<file path="src/rtl/clk_period_monitor.sv">
// clk_period_monitor: measures period and high time of a slow asynchronous clock in clk cycles,
// emits clk-domain edge strobes and flags a stalled source. Optional range flag: CLK_MON_RANGE_CHECK_EN.
module clk_period_monitor #(
  parameter int CNT_W       = 32,
  parameter int TIMEOUT     = 100000000,
  parameter int SYNC_STAGES = 2,
  parameter int MIN_PERIOD  = 1,
  parameter int MAX_PERIOD  = 100000000
) (
  input  logic             clk,
  input  logic             rst,
  input  logic             en,
  input  logic             sense_clk,
  output logic             rise_tick,
  output logic             fall_tick,
  output logic [CNT_W-1:0] period,
  output logic [CNT_W-1:0] high_time,
  output logic             period_valid,
  output logic             stalled,
  output logic             out_of_range
);

  localparam logic [CNT_W-1:0] TO = CNT_W'(TIMEOUT);

  typedef enum logic [1:0] {IDLE, ARM, MEASURE, STALL} state_t;

  state_t                 state, state_nxt;
  logic [SYNC_STAGES-1:0] sync;
  logic                   prev;
  logic                   synced, rise, fall;
  logic [CNT_W-1:0]       cnt;

  if (SYNC_STAGES < 2) begin : g_chk_sync
    $error("SYNC_STAGES must be at least 2");
  end
  if (MIN_PERIOD > MAX_PERIOD) begin : g_chk_range
    $error("MIN_PERIOD must not exceed MAX_PERIOD");
  end

  assign synced = sync[SYNC_STAGES-1];
  assign rise   = synced & ~prev;
  assign fall   = ~synced & prev;

  // Synchronizer and history run regardless of en; only the strobes are gated.
  always_ff @(posedge clk or posedge rst) begin
    if (rst) begin
      sync      <= '0;
      prev      <= 1'b0;
      rise_tick <= 1'b0;
      fall_tick <= 1'b0;
    end else begin
      sync      <= {sync[SYNC_STAGES-2:0], sense_clk};
      prev      <= synced;
      rise_tick <= en & rise;
      fall_tick <= en & fall;
    end
  end

  always_ff @(posedge clk or posedge rst) begin
    if (rst) state <= IDLE;
    else     state <= state_nxt;
  end

  // A rise seen in the same cycle as cnt==TO wins over the stall.
  always_comb begin
    state_nxt = state;
    if (!en) begin
      state_nxt = IDLE;
    end else begin
      case (state)
        IDLE:         state_nxt = ARM;
        ARM, MEASURE: if (rise_tick)     state_nxt = MEASURE;
                      else if (cnt == TO) state_nxt = STALL;
        STALL:        if (rise_tick)     state_nxt = MEASURE;
        default:      state_nxt = IDLE;
      endcase
    end
  end

  always_comb begin
    stalled = (state == STALL);
  end

  always_ff @(posedge clk or posedge rst) begin
    if (rst) begin
      cnt          <= '0;
      period       <= '0;
      high_time    <= '0;
      period_valid <= 1'b0;
    end else begin
      period_valid <= 1'b0;
      if (!en || state == IDLE)  cnt <= '0;
      else if (rise_tick)        cnt <= CNT_W'(1);
      else if (cnt != TO)        cnt <= cnt + CNT_W'(1);
      if (en && state == MEASURE && rise_tick) begin
        period       <= cnt;
        period_valid <= 1'b1;
      end
      if (en && state == MEASURE && fall_tick) high_time <= cnt;
    end
  end

`ifdef CLK_MON_RANGE_CHECK_EN
  always_ff @(posedge clk or posedge rst) begin
    if (rst)
      out_of_range <= 1'b0;
    else if (!en)
      out_of_range <= 1'b0;
    else if (state == MEASURE && rise_tick)
      out_of_range <= (cnt < CNT_W'(MIN_PERIOD)) || (cnt > CNT_W'(MAX_PERIOD));
    else if (state_nxt == STALL && state != STALL)
      out_of_range <= 1'b1;
  end
`else
  assign out_of_range = 1'b0;
`endif

endmodule

</file>
<file path="config.mk">
export PLATFORM = sky130hd
export DESIGN_NAME = clk_period_monitor
export DESIGN_NICKNAME = d
export VERILOG_FILES = /design/src/rtl/clk_period_monitor.sv
export SDC_FILE = /design/constraint.sdc
export NUM_CORES = 1
export LEC_CHECK = 0
export ABC_AREA = 0
export BUFFER_PORTS_ARGS = -buffer_cell sky130_fd_sc_hd__buf_4
export CAP_MARGIN = 5
export CORE_UTILIZATION = 60
export DETAILED_ROUTE_END_ITERATION = 10
export GPL_TIMING_DRIVEN = 0
export PLACE_DENSITY = 0.84
export SLEW_MARGIN = 40
export SYNTH_ARGS = -nofsm -noshare
export SYNTH_HDL_FRONTEND = slang
export SYNTH_SLANG_ARGS = --single-unit
</file>
<file path="constraint.sdc">
create_clock -name clk -period 7.7 [get_ports clk]
set_input_delay 1.155 -clock clk [delete_from_list [all_inputs] [get_ports clk]]
set_output_delay 1.155 -clock clk [all_outputs]
set_load 0.02 [all_outputs]
</file>
---- Word-level counts from Yosys, hierarchy flattened ----
Index checks and enable logic that the tools add are counted.
word-level totals
  flip-flop bits (word level) ............. 104
  input bits .............................. 4
  output and inout bits ................... 69
  logic and storage cells ................. 41
cells by class
  add/sub/neg operators ................... 1
  eq/ne operators ......................... 7
  multiplexer cells ....................... 9
  bitwise gates (word level) .............. 6
  reductions and logical operators ........ 9
operators with widths
  kind                   number
  $mux 32                3
  $add 32x1->32 const B  1
  $eq 32x27->1 const B   1
  $ne 32x27->1 const B   1
  $mux 2                 4
  $pmux 2 s3             1
  $and 1x1->1            4
  $eq 2x2->1 const B     2
  $ne 4x4->1 const B     1
  $logic_and 1x1->1      3
  $ne 3x3->1 const B     1
  $reduce_bool 3->1      1
  $eq 2x1->1 const B     1
  $logic_not 2->1        1
  $not 1->1              2
  $reduce_and 2->1       1
  $reduce_or 2->1        1
  $logic_not 1->1        1
  $logic_or 1x1->1       1
  $mux 1                 1

---- Longest topological paths before layout ----
  depth in word-level cells ............... 5
  mapped depth ............................ 7
  mapped depth without buffers ............ 6

---- Least setup slack after synthesis ----
OpenSTA, ideal clock, no wires.
  path kind ............................... input to register
  start point ............................. in en
  end point ............................... reg cnt[25]
  library setup time ...................... 69 ps
  data arrival time ....................... 2411 ps
  required time ........................... 7631 ps
  path slack .............................. 5220 ps
  cell stages on the path ................. 5
  buffers on the path ..................... 2
  cell sequence ........................... clkbuf_1 or3b_2 clkbuf_1 a311o_1 nand2_1
on the way
  cells in the longest elaborated chain, start to end .. 3
  elaborated cells between the ends (all ways) .. 4
  classes of those cells .................. mux: 1; reduce/logical: 3
ends and longest elaborated chain
  what                                                    line  text
  start: declaration                                      12    input logic en,
  $logic_not 1->1 *                                       92    if (!en || state == IDLE) cnt <= '0;
  $logic_or 1x1->1 *                                      92
  $reduce_bool 3->1 (no line) or $mux 32 (tied branches)  n/a
  end signal: assignment                                  94    else if (cnt != TO) cnt <= cnt + CNT_W'(1);
  end: declaration                                        31    logic [CNT_W-1:0] cnt;
Mark *: on every way between the ends. The rest lies on a longest branch, timed or not.
A chain may end at the register's enable or synchronous reset.

---- Worst setup path after layout ----
  start point ............................. in en
  end point ............................... reg cnt[17]
The elaborated chain is that of the path after synthesis.

==> results.json <==
{
  "status": "finished, final reports clean",
  "drive_gt1_share_pct": 31.3,
  "cts.reportedPaths.clkPinSlew_ns": 0.10,
  "ir_worst_vdd_mv": 0.110,
  "cts_buffer_depth": 2,
  "met3_usage_pct": 4.25,
  "drt-total-wl_um": 9860,
  "grt_pass1_wl_um": 15600,
  "worst_pin_slew_ns": 0.739,
  "place_area_um2": 5260,
  "post_drt_wl_per_cell_um": 17.0,
  "maxSlewViolCount": 0,
  "synth_area_um2": 4570,
  "rsz0062_at_grt": "false",
  "min_path_type": "flop to flop",
  "h-tree-depth": 3,
  "antenna_found_initial": 0,
  "dp.cells": 566,
  "synth-edff-count": 0,
  "area_growth_pct": 19.1,
  "fin_crit_sh_pct": 31.3,
  "path_depth": 5,
  "fp-row-count": 31,
  "cp-end-kind": "flop",
  "r2r_cells": 4,
  "final_cell_mix": "104 x dfrtp_1, 71 x buf_4, 48 x mux2_2",
  "min_period_ns": 2.41,
  "yosys_warnings": 0,
  "vias_per_cell": 6.06,
  "setup_tns_ns": 0,
  "start_kind": "primary input",
  "power.total_uw": 1000,
  "grt_use_met2_pct": 42.8,
  "initial_utilization_pct": 62.6,
  "io_pins": 73,
  "clock-sinks": 104,
  "crit_path_frequent_cell": "clkbuf_1",
  "die_w_um": 89.3,
  "synthCells": 396,
  "slew_headroom_pct": 50.3,
  "clock_latency_ns": 0.37,
  "hpwl_um": 6940,
  "numCtsBuffers": 9,
  "antenna_left": 0,
  "avgSynthCellArea_um2": 11.5,
  "crit_family": "buffers and inverters",
  "fin_util_pct": 74.6,
  "synthFlopType": "dfrtp_1",
  "cts_tree": "built",
  "fmax_ghz": 0.415,
  "critPathMaxFanout": 10,
  "ys_types": 51,
  "synth_nets": 405,
  "firstDrtPassIters": 5,
  "slowest_stage": "or3b_2",
  "gr-total-overflow": 0,
  "dr.first_iter.drc_count": 273,
  "async_flop_share_pct": 100,
  "arrival_ns": 2.70,
  "final_common_cell": "dfrtp_1",
  "core_area_um2": 7290,
  "crit_type": "primary input to flop",
  "p_per_area_nw_per_um2": 185,
  "leakagePower_uw": 0.00259,
  "busiest_layer": "met2",
  "cpPeakStageDelay_ns": 0.51,
  "ys_ff_latch": 104,
  "hold_viol_final": 0,
  "worst-path-buf-inv": 3,
  "route.vias.total": 3523,
  "die_area_um2": 7970,
  "hold_buffers": 0,
  "nNetsFinal": 487,
  "final_area_um2": 5440,
  "grt.met1_usage_pct": 33.8,
  "portBuffers": 70,
  "grt_max_degree": 66,
  "final-setup-viol-count": 0,
  "cts-resized-gates": 0,
  "track_usage_pct": 26.2,
  "clock_tree.root_cell": "clkbuf_8",
  "cap_violations": 0,
  "n_antenna_cell": 0,
  "fin_cells": 581,
  "drc": 0,
  "yosysSeqAreaShare_pct": 57.0,
  "finalWeightedCongestion": 0.858,
  "post_cts_buffers": 0,
  "grt_pass1_vias": 3311,
  "clock_skew_ns": 0.0117,
  "min_path_cells": 0,
  "path_cells": "clkbuf_1 > or3b_2 > clkbuf_1 > clkbuf_1 > a21oi_1",
  "dieHeight_um": 89.3,
  "required_ns": 7.99
}
-- report_power, final --
part	internal (µW)	switching, µW	leakage [µW]
clock	121	190	0.0000878
combinational	44.9	81.1	0.00106
sequential	558	9.16	0.00144
-- per-stage QoR --
stage          hold WS (ns)  setup WS, ns
3_5_place_dp          0.336          4.92
6_report              0.357          5.29
3_3_place_gp          0.334          2.78
2_1_floorplan         0.331          3.81
5_1_grt               0.369          5.15
4_1_cts               0.361          5.30
-- worst register-to-register path, stage by stage (launching register included) --
cell and delay [ns]:
dfrtp_1 0.47, nor4b_1 0.66, nand4_1 0.42, or2_2 0.42
o311ai_0 0.32
-- sequential cells by signal (all words and copies together), names as in the netlist --
| name | cells |
|---|---|
| cnt | 32 |
| high_time | 32 |
| period | 32 |
| state | 2 |
| sync | 2 |
| fall_tick | 1 |
| period_valid | 1 |
| prev | 1 |
| rise_tick | 1 |
-- cell usage after synthesis (5+ instances only) --
cell type    n  area, µm²
a21oi_1     14       70.1
buf_1        5       18.8
clkbuf_1    12       45.0
dfrtp_1    104       2600
ha_1         5       62.6
inv_1       13       48.8
mux2_2      48        541
nand2_1     35        131
nand3_1     12       60.1
nand4_1     16        100
nor2_1      19       71.3
nor4_1      11       68.8
o21ai_0     21        105
o31ai_1      9       67.6
or4_1        8       60.1
xnor2_1      5       43.8
xor2_1       5       43.8
-- layer usage --
layer / up-vias / wire length [µm] / part of all wire, %
li1: 1601 / - / -
met2: 153 / 4960 / 50
met1: 1740 / 4060 / 41
met4: 0 / 324 / 3.3
met5: - / 0 / 0
met3: 29 / 517 / 5.2
-- logic make-up after synthesis --
family / after synthesis / share of synthesized area (%)
AO/OA/AOI/OAI: 59 / 8.03
XOR/XNOR: 10 / 1.92
adder cells (fa/ha/maj): 5 / 1.37
buffers and inverters: 35 / 3.40
flip-flops: 104 / 57.0
multiplexers: 50 / 12.3
other: 1 / 0.0821
AND/OR/NAND/NOR: 132 / 16.0
-- cell type report --
type,instances,area (µm²)
Sequential cell,104,2600
Fill cell,552,1850
Multi-Input combinational cell,257,1820
Timing Repair Buffer,71,553
Clock buffer,9,124
Tap cell,99,124
Buffer,22,106
Inverter,13,56.3
Clock inverter,6,53.8
-- path summary, 6_finish.rpt --
kind | slack (ns) | from | to
max reg2reg | 5.31 | cnt[27]$_DFFE_PP0P_ | state[1]$_DFFE_PP0P_
max | 5.29 | en | cnt[17]$_DFFE_PP0P_
min in group asynchronous | 0.75 | rst | period[8]$_DFFE_PP0P_
min reg2reg | 0.36 | sync[0]$_DFF_PP0_ | sync[1]$_DFF_PP0_
min | 0.36 | sync[0]$_DFF_PP0_ | sync[1]$_DFF_PP0_
max in group asynchronous | 6.37 | rst | cnt[25]$_DFFE_PP0P_
No activity file was read; power rests on OpenSTA's default activity.
